==> src/rtl/rcu_pll_ctrl_if.sv <==
// Control/status and PLL-side signals of the RCU PLL sequencer.
// The slave modport is the controller; master is the RCU/PLL side driving it.
interface rcu_pll_ctrl_if #(
  parameter int CFG_WIDTH = 3
);
  logic                 en_i;
  logic [CFG_WIDTH-1:0] cfg_i;
  logic                 cfg_wr_i;
  logic                 err_clr_i;
  logic                 pll_lock_i;
  logic                 pll_en_o;
  logic [CFG_WIDTH-1:0] clk_cfg_o;
  logic                 clk_sel_o;
  logic                 lock_o;
  logic                 busy_o;
  logic                 timeout_o;
  logic                 lock_lost_o;

  modport master (
    output en_i, cfg_i, cfg_wr_i, err_clr_i, pll_lock_i,
    input  pll_en_o, clk_cfg_o, clk_sel_o, lock_o, busy_o, timeout_o, lock_lost_o
  );

  modport slave (
    input  en_i, cfg_i, cfg_wr_i, err_clr_i, pll_lock_i,
    output pll_en_o, clk_cfg_o, clk_sel_o, lock_o, busy_o, timeout_o, lock_lost_o
  );
endinterface

==> src/rtl/rcu_pll_ctrl.sv <==
// PLL sequencer: power-off, configure, enable, wait for lock, qualify lock,
// then select the PLL clock; falls back to the reference clock on timeout or lock loss.
module rcu_pll_ctrl #(
  parameter int CFG_WIDTH     = 3,
  parameter int OFF_CYCLES    = 8,
  parameter int LOCK_TIMEOUT  = 1024,
  parameter int STABLE_CYCLES = 16,
  parameter int SYNC_STAGES   = 2
) (
  input logic           clk_i,
  input logic           rst_i,
  rcu_pll_ctrl_if.slave bus
);

  localparam int TMO_W = $clog2(LOCK_TIMEOUT + 1);
  localparam int STB_W = $clog2(STABLE_CYCLES + 1);
  localparam int OFF_W = $clog2(OFF_CYCLES + 1);

  localparam logic [TMO_W-1:0] TMO_LAST = TMO_W'(LOCK_TIMEOUT - 1);
  localparam logic [TMO_W-1:0] TMO_MAX  = TMO_W'(LOCK_TIMEOUT);
  localparam logic [STB_W-1:0] STB_LAST = STB_W'(STABLE_CYCLES - 1);
  localparam logic [STB_W-1:0] STB_MAX  = STB_W'(STABLE_CYCLES);
  localparam logic [OFF_W-1:0] OFF_LAST = OFF_W'(OFF_CYCLES - 1);
  localparam logic [OFF_W-1:0] OFF_MAX  = OFF_W'(OFF_CYCLES);

  typedef enum logic [2:0] {
    S_IDLE,
    S_OFF,
    S_WAIT,
    S_STAB,
    S_RUN,
    S_ERR
  } state_t;

  state_t state_q, state_nx;

  logic [SYNC_STAGES-1:0] sync_q;
  logic                   lock_s;
  logic [TMO_W-1:0]       tmo_cnt;
  logic [STB_W-1:0]       stb_cnt;
  logic [OFF_W-1:0]       off_cnt;
  logic                   tmo_hit;
  logic                   cfg_load;
  logic                   enter_off;
  logic                   set_tmo;
  logic                   set_lost;

  logic                 pll_en_q;
  logic [CFG_WIDTH-1:0] clk_cfg_q;
  logic                 clk_sel_q;
  logic                 busy_q;
  logic                 timeout_q;
  logic                 lock_lost_q;

  always_ff @(posedge clk_i or posedge rst_i) begin
    if (rst_i) sync_q <= '0;
    else       sync_q <= {sync_q[SYNC_STAGES-2:0], bus.pll_lock_i};
  end

  assign lock_s  = sync_q[SYNC_STAGES-1];
  assign tmo_hit = (tmo_cnt >= TMO_LAST);

  // en_i low beats everything; within a state, timeout beats lock loss beats cfg_wr_i.
  always_comb begin
    state_nx  = state_q;
    cfg_load  = 1'b0;
    enter_off = 1'b0;
    set_tmo   = 1'b0;
    set_lost  = 1'b0;
    if (!bus.en_i) begin
      state_nx = S_IDLE;
    end else begin
      unique case (state_q)
        S_IDLE: begin
          state_nx  = S_OFF;
          cfg_load  = 1'b1;
          enter_off = 1'b1;
        end
        S_OFF: begin
          if (bus.cfg_wr_i) begin
            cfg_load  = 1'b1;
            enter_off = 1'b1;
          end else if (off_cnt >= OFF_LAST) begin
            state_nx = S_WAIT;
          end
        end
        S_WAIT: begin
          if (tmo_hit && !lock_s) begin
            state_nx = S_ERR;
            set_tmo  = 1'b1;
          end else if (bus.cfg_wr_i) begin
            state_nx  = S_OFF;
            cfg_load  = 1'b1;
            enter_off = 1'b1;
          end else if (lock_s) begin
            state_nx = S_STAB;
          end
        end
        S_STAB: begin
          if (tmo_hit) begin
            state_nx = S_ERR;
            set_tmo  = 1'b1;
          end else if (bus.cfg_wr_i) begin
            state_nx  = S_OFF;
            cfg_load  = 1'b1;
            enter_off = 1'b1;
          end else if (!lock_s) begin
            state_nx = S_WAIT;
          end else if (stb_cnt >= STB_LAST) begin
            state_nx = S_RUN;
          end
        end
        S_RUN: begin
          if (!lock_s) begin
            state_nx  = S_OFF;
            enter_off = 1'b1;
            set_lost  = 1'b1;
          end else if (bus.cfg_wr_i) begin
            state_nx  = S_OFF;
            cfg_load  = 1'b1;
            enter_off = 1'b1;
          end
        end
        S_ERR:   state_nx = S_ERR;
        default: state_nx = S_IDLE;
      endcase
    end
  end

  always_ff @(posedge clk_i or posedge rst_i) begin
    if (rst_i) state_q <= S_IDLE;
    else       state_q <= state_nx;
  end

  // tmo_cnt spans WAIT and STAB together, so a STAB->WAIT bounce does not extend the timeout.
  always_ff @(posedge clk_i or posedge rst_i) begin
    if (rst_i) begin
      off_cnt <= '0;
      tmo_cnt <= '0;
      stb_cnt <= '0;
    end else begin
      if (enter_off)
        off_cnt <= '0;
      else if (state_q == S_OFF && off_cnt < OFF_MAX)
        off_cnt <= off_cnt + OFF_W'(1);

      if (state_nx == S_IDLE || state_nx == S_OFF)
        tmo_cnt <= '0;
      else if ((state_q == S_WAIT || state_q == S_STAB) && tmo_cnt < TMO_MAX)
        tmo_cnt <= tmo_cnt + TMO_W'(1);

      if (state_nx != S_STAB || state_q != S_STAB)
        stb_cnt <= '0;
      else if (stb_cnt < STB_MAX)
        stb_cnt <= stb_cnt + STB_W'(1);
    end
  end

  always_ff @(posedge clk_i or posedge rst_i) begin
    if (rst_i) begin
      pll_en_q    <= 1'b0;
      clk_cfg_q   <= '0;
      clk_sel_q   <= 1'b0;
      busy_q      <= 1'b0;
      timeout_q   <= 1'b0;
      lock_lost_q <= 1'b0;
    end else begin
      pll_en_q  <= (state_nx == S_WAIT) || (state_nx == S_STAB) || (state_nx == S_RUN);
      clk_sel_q <= (state_nx == S_RUN);
      busy_q    <= (state_nx == S_OFF) || (state_nx == S_WAIT) || (state_nx == S_STAB);
      if (cfg_load)
        clk_cfg_q <= bus.cfg_i;
      timeout_q   <= set_tmo  | (timeout_q   & ~bus.err_clr_i);
      lock_lost_q <= set_lost | (lock_lost_q & ~bus.err_clr_i);
    end
  end

  assign bus.pll_en_o    = pll_en_q;
  assign bus.clk_cfg_o   = clk_cfg_q;
  assign bus.clk_sel_o   = clk_sel_q;
  assign bus.lock_o      = clk_sel_q;
  assign bus.busy_o      = busy_q;
  assign bus.timeout_o   = timeout_q;
  assign bus.lock_lost_o = lock_lost_q;

endmodule

==> src/flat_wrapper.sv <==
// flat-port wrapper written by rule: the top's interface ports become plain ports
module rcu_pll_ctrl_flat 
#(
  parameter int CFG_WIDTH     = 3,
  parameter int OFF_CYCLES    = 8,
  parameter int LOCK_TIMEOUT  = 1024,
  parameter int STABLE_CYCLES = 16,
  parameter int SYNC_STAGES   = 2
)
  (clk_i, rst_i, bus_en_i, bus_cfg_i, bus_cfg_wr_i, bus_err_clr_i, bus_pll_lock_i, bus_pll_en_o, bus_clk_cfg_o, bus_clk_sel_o, bus_lock_o, bus_busy_o, bus_timeout_o, bus_lock_lost_o);
  rcu_pll_ctrl_if #(.CFG_WIDTH(CFG_WIDTH)) bus_i ();
  input logic clk_i;
  input logic rst_i;
  input wire logic [$bits(bus_i.en_i)-1:0] bus_en_i;
  input wire logic [$bits(bus_i.cfg_i)-1:0] bus_cfg_i;
  input wire logic [$bits(bus_i.cfg_wr_i)-1:0] bus_cfg_wr_i;
  input wire logic [$bits(bus_i.err_clr_i)-1:0] bus_err_clr_i;
  input wire logic [$bits(bus_i.pll_lock_i)-1:0] bus_pll_lock_i;
  output wire logic [$bits(bus_i.pll_en_o)-1:0] bus_pll_en_o;
  output wire logic [$bits(bus_i.clk_cfg_o)-1:0] bus_clk_cfg_o;
  output wire logic [$bits(bus_i.clk_sel_o)-1:0] bus_clk_sel_o;
  output wire logic [$bits(bus_i.lock_o)-1:0] bus_lock_o;
  output wire logic [$bits(bus_i.busy_o)-1:0] bus_busy_o;
  output wire logic [$bits(bus_i.timeout_o)-1:0] bus_timeout_o;
  output wire logic [$bits(bus_i.lock_lost_o)-1:0] bus_lock_lost_o;
  assign bus_i.en_i = bus_en_i;
  assign bus_i.cfg_i = bus_cfg_i;
  assign bus_i.cfg_wr_i = bus_cfg_wr_i;
  assign bus_i.err_clr_i = bus_err_clr_i;
  assign bus_i.pll_lock_i = bus_pll_lock_i;
  assign bus_pll_en_o = bus_i.pll_en_o;
  assign bus_clk_cfg_o = bus_i.clk_cfg_o;
  assign bus_clk_sel_o = bus_i.clk_sel_o;
  assign bus_lock_o = bus_i.lock_o;
  assign bus_busy_o = bus_i.busy_o;
  assign bus_timeout_o = bus_i.timeout_o;
  assign bus_lock_lost_o = bus_i.lock_lost_o;
  rcu_pll_ctrl #(.CFG_WIDTH(CFG_WIDTH), .OFF_CYCLES(OFF_CYCLES), .LOCK_TIMEOUT(LOCK_TIMEOUT), .STABLE_CYCLES(STABLE_CYCLES), .SYNC_STAGES(SYNC_STAGES)) u_core (.clk_i(clk_i), .rst_i(rst_i), .bus(bus_i));
endmodule
==> config.mk <==
export PLATFORM = sky130hd
export DESIGN_NAME = rcu_pll_ctrl_flat
export DESIGN_NICKNAME = d
export VERILOG_FILES = /design/src/rtl/rcu_pll_ctrl_if.sv /design/src/rtl/rcu_pll_ctrl.sv /design/src/flat_wrapper.sv
export SDC_FILE = /design/constraint.sdc
export NUM_CORES = 1
export LEC_CHECK = 0
export ABC_CLOCK_PERIOD_IN_PS = 5200
export CORE_MARGIN = 1.5
export CORE_UTILIZATION = 49
export CTS_BUF_LIST = sky130_fd_sc_hd__clkbuf_8 sky130_fd_sc_hd__clkbuf_16
export DETAILED_ROUTE_END_ITERATION = 6
export PLACE_DENSITY = 0.77
export SYNTH_ARGS = -nofsm -noshare
export SYNTH_HDL_FRONTEND = slang
export SYNTH_SLANG_ARGS = --single-unit
==> constraint.sdc <==
create_clock -name clk_i -period 5.2 [get_ports clk_i]
set_input_delay 0.52 -clock clk_i [delete_from_list [all_inputs] [get_ports clk_i]]
set_output_delay 0.52 -clock clk_i [all_outputs]
set_load 0.005 [all_outputs]
==> flow_summary.html, run 1 <==
<table>
<tr><th>Metric</th><th>Value</th></tr>
<tr><th colspan="2">Setup path</th></tr>
<tr><td>Data required, critical path</td><td>5340 ps</td></tr>
<tr><td>Startpoint of the worst-slack reg-to-reg timing path</td><td>u_core.stb_cnt[0]$_DFFE_PP0P_</td></tr>
<tr><td>Crit Path Max Fanout</td><td>11</td></tr>
<tr><td>Crit start category</td><td>flop</td></tr>
<tr><td>Depth of the worst register-to-register path</td><td>8</td></tr>
<tr><td>Launch point of the worst path</td><td>u_core.stb_cnt[0]$_DFFE_PP0P_</td></tr>
<tr><td>Critical path endpoint</td><td>u_core.tmo_cnt[8]$_DFFE_PP0P_</td></tr>
<tr><td>Cell-by-cell trace of the critical path</td><td>ha_1 -&gt; and3_1 -&gt; ha_1 -&gt; nor2_1 -&gt; a21o_1 -&gt; o22ai_1 -&gt; a2111oi_4 -&gt; nor2_1</td></tr>
<tr><td>Worst path arrival time</td><td>2610 ps</td></tr>
<tr><td>Worst setup path category</td><td>flop to flop</td></tr>
<tr><td>Reg2Reg Setup Slack</td><td>2730 ps</td></tr>
<tr><td>CP Capture Type</td><td>flop</td></tr>
<tr><td>CP max-delay cell</td><td>sky130_fd_sc_hd__a2111oi_4</td></tr>
<tr><td>CP peak stage delay</td><td>about 700 ps</td></tr>
<tr><td>Worst reg2reg path endpoint</td><td>u_core.tmo_cnt[8]$_DFFE_PP0P_</td></tr>
<tr><th colspan="2">Floorplan</th></tr>
<tr><td>Core area</td><td>0.00339 mm^2</td></tr>
<tr><td>Area of the die</td><td>about 0.004 mm^2</td></tr>
<tr><td>Vertical extent of the die</td><td>63.1 um</td></tr>
<tr><td>Starting utilization of the core area</td><td>a little over half</td></tr>
<tr><td>Count of boundary I/O pins</td><td>18</td></tr>
<tr><td>Horizontal die dimension</td><td>63.1 um</td></tr>
<tr><td>Number of placement rows</td><td>21</td></tr>
<tr><th colspan="2">Synth</th></tr>
<tr><td>Warnings from Yosys</td><td>0</td></tr>
<tr><td>Leading cell type by number of instances after synthesis</td><td>sky130_fd_sc_hd__dfrtp_1</td></tr>
<tr><td>Mapped Cells</td><td>170</td></tr>
<tr><td>Main synth FF type</td><td>sky130_fd_sc_hd__dfrtp_1</td></tr>
<tr><td>Mean post-synth cell area</td><td>10.4 um^2</td></tr>
<tr><td>Cell type with the highest aggregate area in the netlist</td><td>sky130_fd_sc_hd__dfrtp_1</td></tr>
<tr><td>Summed instance area of the synthesized netlist</td><td>0.00177 mm^2</td></tr>
<tr><td>Area share of the leading cell type in the synthesized netlist</td><td>46.7%</td></tr>
<tr><td>Register bit count reported by yosys</td><td>33</td></tr>
<tr><td>Post-synthesis cell type count</td><td>52</td></tr>
<tr><td>Synth top area cells</td><td>sky130_fd_sc_hd__dfrtp_1 47%, sky130_fd_sc_hd__nor2_1 5.7%, sky130_fd_sc_hd__xnor2_1 4.0%, sky130_fd_sc_hd__xor2_1 3.0%, sky130_fd_sc_hd__ha_1 2.8%</td></tr>
<tr><td>EDFF count, synth</td><td>0</td></tr>
<tr><td>Number of nets in the synthesized netlist</td><td>183</td></tr>
<tr><td>Sequential element share of the synthesized area</td><td>a little under half</td></tr>
<tr><td>Commonest cells in the netlist</td><td>33 x sky130_fd_sc_hd__dfrtp_1, 27 x sky130_fd_sc_hd__nor2_1, 9 x sky130_fd_sc_hd__nand2_1</td></tr>
<tr><td>Async set-or-reset flop fraction in the synthesized netlist</td><td>100%</td></tr>
<tr><th colspan="2">Route</th></tr>
<tr><td>Post-route ant nets</td><td>0</td></tr>
<tr><td>Drt first-iter violations</td><td>64</td></tr>
<tr><td>DRC errors left</td><td>0</td></tr>
<tr><td>Routed wire length</td><td>3460 um</td></tr>
<tr><td>DRT Pass-1 Iters</td><td>4</td></tr>
<tr><td>Vias after detailed routing</td><td>~1300</td></tr>
<tr><td>Drt via density</td><td>about 5.6</td></tr>
<tr><td>Routed WL per cell</td><td>14.7 um</td></tr>
<tr><th colspan="2">Placed design</th></tr>
<tr><td>Post-detailed-placement cell area</td><td>about 0.0020 mm^2</td></tr>
<tr><td>Routability-driven placement congestion ratio</td><td>0.916</td></tr>
<tr><td>Post-Place Cells</td><td>227</td></tr>
<tr><td>Worst setup timing slack at the placement stage</td><td>2590 ps</td></tr>
<tr><td>IO buf count</td><td>17</td></tr>
<tr><td>DPL Wire Length</td><td>2380 um</td></tr>
<tr><th colspan="2">Hold path</th></tr>
<tr><td>Worst hold stages</td><td>0</td></tr>
<tr><td>Worst hold path class</td><td>flop to flop</td></tr>
<tr><th colspan="2">Layout</th></tr>
<tr><td>Synth-to-Final Area Change</td><td>18.2%</td></tr>
<tr><td>Filler-free cell count of the finished design</td><td>235</td></tr>
<tr><td>Final cell area excluding filler cells</td><td>0.00209 mm^2</td></tr>
<tr><td>Layout cells sized above 1</td><td>10.6%</td></tr>
<tr><td>ANT cells</td><td>0</td></tr>
<tr><td>Layout filler cell count</td><td>264</td></tr>
<tr><td>Nets</td><td>201</td></tr>
<tr><th colspan="2">Power</th></tr>
<tr><td>Net switching power</td><td>between 100 and 150 uW</td></tr>
<tr><td>Overall power</td><td>598 uW</td></tr>
<tr><td>Max VDD drop</td><td>0.000201 V</td></tr>
<tr><td>Switching Share</td><td>about a fifth</td></tr>
<tr><td>Internal portion of total power</td><td>roughly 480 uW</td></tr>
<tr><td>Static leakage power</td><td>between 0.0008 and 0.0009 uW</td></tr>
<tr><td>Clock group share of total power</td><td>47.6%</td></tr>
<tr><td>Power density over the cells</td><td>around 290 mW/mm^2</td></tr>
<tr><td>Gate power share</td><td>6.8%</td></tr>
<tr><td>Sequential power share</td><td>45.5%</td></tr>
<tr><th colspan="2">Clocking</th></tr>
<tr><td>Clock transition at the register clock pins on the worst setup and hold paths after CTS</td><td>70 ps</td></tr>
<tr><td>Buffer depth of the longest clock path</td><td>2</td></tr>
<tr><td>Post CTS Setup Buffer Count</td><td>0</td></tr>
<tr><td>H-Tree Level Count</td><td>2</td></tr>
<tr><td>Clock latency reported for the late side of the worst-skew pair</td><td>a little under 300 ps</td></tr>
<tr><td>Clock sink count</td><td>33</td></tr>
<tr><td>TritonCTS Buffers</td><td>5</td></tr>
<tr><td>Post-CTS Hold Buffers</td><td>0</td></tr>
<tr><td>Clock tree from TritonCTS</td><td>done</td></tr>
<tr><td>Post-CTS Resized</td><td>0</td></tr>
<tr><td>Clock tree root buffer cell</td><td>sky130_fd_sc_hd__clkbuf_8</td></tr>
<tr><th colspan="2">STA</th></tr>
<tr><td>Endpoints failing setup</td><td>0</td></tr>
<tr><td>Actual transition at the worst max-transition pin</td><td>656 ps</td></tr>
<tr><td>Worst setup skew after layout</td><td>6.09 ps</td></tr>
<tr><td>Min Clock Period, post-route</td><td>2470 ps</td></tr>
<tr><td>Unrepaired setup endpoints after global routing</td><td>no</td></tr>
<tr><td>Max frequency</td><td>0.405 GHz</td></tr>
<tr><td>Headroom to the max-slew limit</td><td>56.2%</td></tr>
<tr><td>Max Transition Viols Final</td><td>0</td></tr>
<tr><td>Setup tns final</td><td>0 ps</td></tr>
<tr><td>Final worst setup slack</td><td>approximately 2700 ps</td></tr>
<tr><td>Count of final hold-check violations</td><td>0</td></tr>
<tr><td>Final period util</td><td>47.4%</td></tr>
<tr><th colspan="2">Global routing</th></tr>
<tr><td>Global-route wire length before repair</td><td>6230 um</td></tr>
<tr><td>Initial antenna violation count</td><td>0</td></tr>
<tr><td>GR Overflow Total</td><td>0</td></tr>
<tr><td>Via count of the first global-routing pass</td><td>1346</td></tr>
<tr><td>Total global routing track utilization</td><td>slightly above 20%</td></tr>
<tr><td>Largest net degree at the start of global routing</td><td>34</td></tr>
<tr><th colspan="2">Status</th></tr>
<tr><td>Result of the run</td><td>complete, no violations</td></tr>
<tr><th colspan="2">Job</th></tr>
<tr><td>Max-cap viol count</td><td>0</td></tr>
</table>
-- worst min-delay path by stage --
stage                                 end                       start  slack [ps]
6_report       u_core.sync_q[1]$_DFF_PP0_  u_core.sync_q[0]$_DFF_PP0_         360
5_1_grt        u_core.sync_q[1]$_DFF_PP0_  u_core.sync_q[0]$_DFF_PP0_         380
4_1_cts        u_core.sync_q[1]$_DFF_PP0_  u_core.sync_q[0]$_DFF_PP0_         370
3_5_place_dp   u_core.sync_q[1]$_DFF_PP0_  u_core.sync_q[0]$_DFF_PP0_         350
3_3_place_gp   u_core.sync_q[1]$_DFF_PP0_  u_core.sync_q[0]$_DFF_PP0_         340
2_1_floorplan  u_core.sync_q[1]$_DFF_PP0_  u_core.sync_q[0]$_DFF_PP0_         330
-- layer usage --
| metal | global-route usage, % | part of all wire, % |
|---|---|---|
| met4 | 6.94 | 2.1 |
| met2 | 31.6 | 47 |
| met5 | 0 | 0 |
| met1 | 26.1 | 46 |
| met3 | 6.79 | 5.1 |
-- final cells by class --
class	instances	area [um^2]	share of cell area (%)
multi-input combinational	122	866	41.4
clock inverter	3	65.1	3.11
clock buffer	5	68.8	3.29
timing repair buffer	18	178	8.50
tap	46	57.6	2.75
sequential	33	826	39.5
inverter	8	30.0	1.44
-- layout by cell type, fill, tap and decap left out, types with 3 or more instances in the layout --
cell type                         instances
sky130_fd_sc_hd__nor2_1                  27
sky130_fd_sc_hd__nand2_1                  9
sky130_fd_sc_hd__xor2_1                   6
sky130_fd_sc_hd__nor3_1                   3
sky130_fd_sc_hd__nand3_1                  5
sky130_fd_sc_hd__clkbuf_8                 5
sky130_fd_sc_hd__xnor2_1                  8
sky130_fd_sc_hd__mux2_2                   3
sky130_fd_sc_hd__nand4_1                  4
sky130_fd_sc_hd__clkdlybuf4s50_1         17
sky130_fd_sc_hd__nand2b_1                 3
sky130_fd_sc_hd__o21ai_0                  3
sky130_fd_sc_hd__a21oi_1                  8
sky130_fd_sc_hd__inv_1                    8
sky130_fd_sc_hd__dfrtp_1                 33
sky130_fd_sc_hd__nor2b_1                  3
sky130_fd_sc_hd__ha_1                     4
sky130_fd_sc_hd__mux2i_1                  3
-- worst max-delay path, delay by kind of cell (launching register included) --
kind,cells,cell delay (ps)
AO/OA/AOI/OAI,3,1020
adder cells (fa/ha/maj),2,410
flip-flops,1,430
AND/OR/NAND/NOR,3,470
-- stage by stage --
step | utilization (%) | hold slack (ps)
floorplan | - | 331
global placement | 57.7 | 336
detailed placement | 57.7 | 350
CTS | 61.7 | 367
global route | 61.7 | 380
finish | 61.7 | 361
-- flip-flops by register name, summed over array words and instances (netlist names) --
register                count
u_core.bus.busy_o           1
u_core.bus.clk_cfg_o        3
u_core.bus.clk_sel_o        1
u_core.bus.lock_lost_o      1
u_core.bus.pll_en_o         1
u_core.bus.timeout_o        1
u_core.off_cnt              4
u_core.state_q              3
u_core.stb_cnt              5
u_core.sync_q               2
u_core.tmo_cnt             11
-- power groups by stage --
stage | clock [uW] | sequential [uW] | combinational (uW)
2_1_floorplan | 0 | 275 | 24.9
3_3_place_gp | 0 | 276 | 40.4
3_5_place_dp | 0 | 277 | 41.7
4_1_cts | 290 | 272 | 41.8
5_1_grt | 304 | 273 | 46.9
6_report | 285 | 272 | 40.8
-- cell families after synthesis --
| group | share of synthesized area (%) |
|---|---|
| xor+xnor | 6.93 |
| simple gates | 20.6 |
| flops | 46.7 |
| compound gates | 15.0 |
| buf+inv | 4.38 |
| mux | 3.61 |
| fa+ha+maj | 2.83 |
Note: power is estimated with default switching activity, not from simulation.
==> inputs of run 2 (changes only) <==
--- a/config.mk
+++ b/config.mk
@@ -5,7 +5,7 @@
 export SDC_FILE = /design/constraint.sdc
 export NUM_CORES = 1
 export LEC_CHECK = 0
-export ABC_CLOCK_PERIOD_IN_PS = 5200
+export ABC_CLOCK_PERIOD_IN_PS = 2500
 export CORE_MARGIN = 1.5
 export CORE_UTILIZATION = 49
 export CTS_BUF_LIST = sky130_fd_sc_hd__clkbuf_8 sky130_fd_sc_hd__clkbuf_16
==> constraint.sdc (replaced) <==
create_clock -name clk_i -period 2.5 [get_ports clk_i]
set_input_delay 0.25 -clock clk_i [delete_from_list [all_inputs] [get_ports clk_i]]
set_output_delay 0.25 -clock clk_i [all_outputs]
set_load 0.005 [all_outputs]
==> run 2 against run 1 <==
  * Design area down 1.5%
  * Sequential share of layout area up 0.60 points
  * Clock skew down 3.2 ps
  * Wire length down 3.6%
  * Register-to-register slack worse by 2500 ps
  * Critical path type unchanged
  * Largest cell class unchanged
  * Largest power group is now registers
  * Highest routed layer unchanged
==> flow_summary.html, run 2 (synthesized netlist as in run 1, its figures left out) <==
<table>
<tr><th>Metric</th><th>Value</th></tr>
<tr><th colspan="2">Layout</th></tr>
<tr><td>Most common cell after layout, fill and taps aside</td><td>sky130_fd_sc_hd__dfrtp_1 (unchanged)</td></tr>
<tr><td>Flip-flop count of the largest register after layout</td><td>11 (unchanged)</td></tr>
<tr><td>Top register by number of flip-flops</td><td>u_core.tmo_cnt (unchanged)</td></tr>
<tr><td>Synth-to-Final Area Change</td><td>16.4% (was 18.2%)</td></tr>
<tr><td>Layout cells sized above 1</td><td>10.4% (was 10.6%)</td></tr>
<tr><td>Core occupancy in the finished layout</td><td>60.8% (was 61.7%)</td></tr>
<tr><td>Commonest cells after routing, fill and taps aside</td><td>33 x sky130_fd_sc_hd__dfrtp_1, 27 x sky130_fd_sc_hd__nor2_1, 17 x sky130_fd_sc_hd__clkdlybuf4s50_1 (unchanged)</td></tr>
<tr><td>Sequential cell area in the final layout</td><td>826 um^2 (unchanged)</td></tr>
<tr><td>ANT cells</td><td>0 (unchanged)</td></tr>
<tr><td>Layout filler cell count</td><td>264 (unchanged)</td></tr>
<tr><td>Top Registers</td><td>u_core.tmo_cnt: 11 flops, u_core.stb_cnt: 5 flops, u_core.off_cnt: 4 flops (unchanged)</td></tr>
<tr><td>Nets</td><td>204 (was 201)</td></tr>
<tr><td>Area of combinational cells with multiple inputs</td><td>866 um^2 (unchanged)</td></tr>
<tr><th colspan="2">STA</th></tr>
<tr><td>Worst setup skew after layout</td><td>2.87 ps (was 6.09 ps)</td></tr>
<tr><td>Min Hold Slack</td><td>350 ps (was 361 ps)</td></tr>
<tr><td>Endpoints failing setup</td><td>0 (unchanged)</td></tr>
<tr><td>Count of final hold-check violations</td><td>0 (unchanged)</td></tr>
<tr><td>Setup tns final</td><td>0 ps (unchanged)</td></tr>
<tr><td>Unrepaired setup endpoints after global routing</td><td>no (unchanged)</td></tr>
<tr><td>Min Clock Period, post-route</td><td>2230 ps (was 2470 ps)</td></tr>
<tr><td>Max frequency</td><td>0.448 GHz (was 0.405 GHz)</td></tr>
<tr><td>Max Transition Viols Final</td><td>0 (unchanged)</td></tr>
<tr><td>Actual transition at the worst max-transition pin</td><td>515 ps (was 656 ps)</td></tr>
<tr><td>Headroom to the max-slew limit</td><td>65.4% (was 56.2%)</td></tr>
<tr><td>Final period util</td><td>89.2% (was 47.4%)</td></tr>
<tr><th colspan="2">Setup path</th></tr>
<tr><td>Worst path arrival time</td><td>2400 ps (was 2610 ps)</td></tr>
<tr><td>Reg2Reg Setup Slack</td><td>270 ps (was 2730 ps)</td></tr>
<tr><td>Data required, critical path</td><td>2670 ps (was 5340 ps)</td></tr>
<tr><td>Crit Path Max Fanout</td><td>11 (unchanged)</td></tr>
<tr><td>CP Capture Type</td><td>flop (unchanged)</td></tr>
<tr><td>Worst setup path category</td><td>flop to flop (unchanged)</td></tr>
<tr><td>Crit start category</td><td>flop (unchanged)</td></tr>
<tr><td>Depth of the worst register-to-register path</td><td>9 (was 8)</td></tr>
<tr><td>Startpoint of the worst-slack reg-to-reg timing path</td><td>u_core.stb_cnt[0]$_DFFE_PP0P_ (unchanged)</td></tr>
<tr><td>Worst reg2reg path endpoint</td><td>u_core.tmo_cnt[3]$_DFFE_PP0P_ (was u_core.tmo_cnt[8]$_DFFE_PP0P_)</td></tr>
<tr><th colspan="2">Floorplan</th></tr>
<tr><td>Area of the die</td><td>0.00398 mm^2 (unchanged)</td></tr>
<tr><td>Horizontal die dimension</td><td>63.1 um (unchanged)</td></tr>
<tr><td>Vertical extent of the die</td><td>63.1 um (unchanged)</td></tr>
<tr><td>Number of placement rows</td><td>21 (unchanged)</td></tr>
<tr><td>Count of boundary I/O pins</td><td>18 (unchanged)</td></tr>
<tr><td>Core area</td><td>0.00339 mm^2 (unchanged)</td></tr>
<tr><td>Starting utilization of the core area</td><td>52.2% (unchanged)</td></tr>
<tr><th colspan="2">Clocking</th></tr>
<tr><td>TritonCTS Buffers</td><td>5 (unchanged)</td></tr>
<tr><td>Post CTS Setup Buffer Count</td><td>0 (unchanged)</td></tr>
<tr><td>Clock tree root buffer cell</td><td>sky130_fd_sc_hd__clkbuf_8 (unchanged)</td></tr>
<tr><td>Post-CTS Resized</td><td>0 (unchanged)</td></tr>
<tr><td>H-Tree Level Count</td><td>2 (unchanged)</td></tr>
<tr><td>Buffer depth of the longest clock path</td><td>2 (unchanged)</td></tr>
<tr><td>Clock sink count</td><td>33 (unchanged)</td></tr>
<tr><td>Clock latency reported for the late side of the worst-skew pair</td><td>280 ps (was 290 ps)</td></tr>
<tr><td>Clock tree from TritonCTS</td><td>done (unchanged)</td></tr>
<tr><td>Clock transition at the register clock pins on the worst setup and hold paths after CTS</td><td>60 ps (was 70 ps)</td></tr>
<tr><td>Post-CTS Hold Buffers</td><td>0 (unchanged)</td></tr>
<tr><th colspan="2">Route</th></tr>
<tr><td>DRC errors left</td><td>0 (unchanged)</td></tr>
<tr><td>Drt first-iter violations</td><td>89 (was 64)</td></tr>
<tr><td>Routed WL per cell</td><td>14.0 um (was 14.7 um)</td></tr>
<tr><td>DRT Pass-1 Iters</td><td>4 (unchanged)</td></tr>
<tr><td>Vias after detailed routing</td><td>1307 (unchanged)</td></tr>
<tr><td>Drt via density</td><td>5.49 (was 5.56)</td></tr>
<tr><td>Routed wire length</td><td>3330 um (was 3460 um)</td></tr>
<tr><td>Post-route ant nets</td><td>0 (unchanged)</td></tr>
<tr><th colspan="2">Status</th></tr>
<tr><td>Result of the run</td><td>complete, no violations (unchanged)</td></tr>
<tr><th colspan="2">Hold path</th></tr>
<tr><td>Worst hold path class</td><td>primary input to async pin (was flop to flop)</td></tr>
<tr><th colspan="2">Global routing</th></tr>
<tr><td>Initial antenna violation count</td><td>0 (unchanged)</td></tr>
<tr><td>Total global routing track utilization</td><td>19.8% (was 20.2%)</td></tr>
<tr><td>GR Overflow Total</td><td>0 (unchanged)</td></tr>
<tr><td>Via count of the first global-routing pass</td><td>1383 (was 1346)</td></tr>
<tr><td>Global-route wire length before repair</td><td>6220 um (was 6230 um)</td></tr>
<tr><td>Largest net degree at the start of global routing</td><td>34 (unchanged)</td></tr>
<tr><th colspan="2">Placed design</th></tr>
<tr><td>IO buf count</td><td>17 (unchanged)</td></tr>
<tr><td>DPL Wire Length</td><td>2410 um (was 2380 um)</td></tr>
<tr><td>Routability-driven placement congestion ratio</td><td>0.859 (was 0.916)</td></tr>
<tr><th colspan="2">Power</th></tr>
<tr><td>Overall power</td><td>1020 uW (was 598 uW)</td></tr>
<tr><td>Static leakage power</td><td>0.000894 uW (was 0.000895 uW)</td></tr>
<tr><td>Max VDD drop</td><td>0.000327 V (was 0.000201 V)</td></tr>
<tr><td>Power density over the cells</td><td>495 mW/mm^2 (was 286 mW/mm^2)</td></tr>
<tr><th colspan="2">Job</th></tr>
<tr><td>Max-cap viol count</td><td>0 (unchanged)</td></tr>
</table>
## run 2: cell type report
type | count | area share (%)
tap | 46 | 2.79
clock buffer | 5 | 3.34
clock inverter | 3 | 0.547
inverter | 8 | 1.46
timing repair buffer | 21 | 9.72
sequential | 33 | 40.1
multi-input combinational | 122 | 42.0
## run 2: worst max-delay path by stage
stage,start,cells after the start,to
final,u_core.stb_cnt[0]$_DFFE_PP0P_,9,u_core.tmo_cnt[3]$_DFFE_PP0P_
after detailed placement,u_core.stb_cnt[0]$_DFFE_PP0P_,9,u_core.tmo_cnt[3]$_DFFE_PP0P_
after global routing,u_core.stb_cnt[0]$_DFFE_PP0P_,8,u_core.bus.pll_en_o$_DFF_PP0_
after floorplan,u_core.stb_cnt[0]$_DFFE_PP0P_,9,u_core.tmo_cnt[0]$_DFFE_PP0P_
after CTS,u_core.stb_cnt[0]$_DFFE_PP0P_,9,u_core.tmo_cnt[3]$_DFFE_PP0P_
after global placement,u_core.stb_cnt[0]$_DFFE_PP0P_,9,u_core.tmo_cnt[9]$_DFFE_PP0P_
## run 2: worst max-delay path, stage by stage (launching register included)
cell	delay [ps]
sky130_fd_sc_hd__dfrtp_1	410
sky130_fd_sc_hd__ha_1	210
sky130_fd_sc_hd__and3_1	180
sky130_fd_sc_hd__ha_1	190
sky130_fd_sc_hd__nor2_1	150
sky130_fd_sc_hd__a21o_1	160
sky130_fd_sc_hd__o22ai_1	130
sky130_fd_sc_hd__a2111oi_4	370
sky130_fd_sc_hd__buf_4	230
sky130_fd_sc_hd__nor2_1	70
## run 2: routing by layer
layer / share of wire, % / GRT usage (%) / wire (um)
met1: 47 / 26.4 / 1580
met2: 46 / 30.7 / 1540
met3: 4.6 / 5.18 / 153
met5: 0 / 0 / 0
met4: 1.7 / 8.33 / 56
## run 2: metrics by stage
stage / setup slack [ps] / cell area [um^2] / instances
finish: 270 / 2060 / 238
global route: 98.5 / 2060 / 238
CTS: 271 / 2060 / 238
detailed placement: 283 / 1980 / 230
global placement: 352 / 1980 / 230
floorplan: 453 / 1770 / 170
## run 2: where the power goes
group	internal, uW	total, uW	switching, uW
Clock	185	367	182
Combinational	47.9	87.3	39.3
Sequential	551	566	14.7
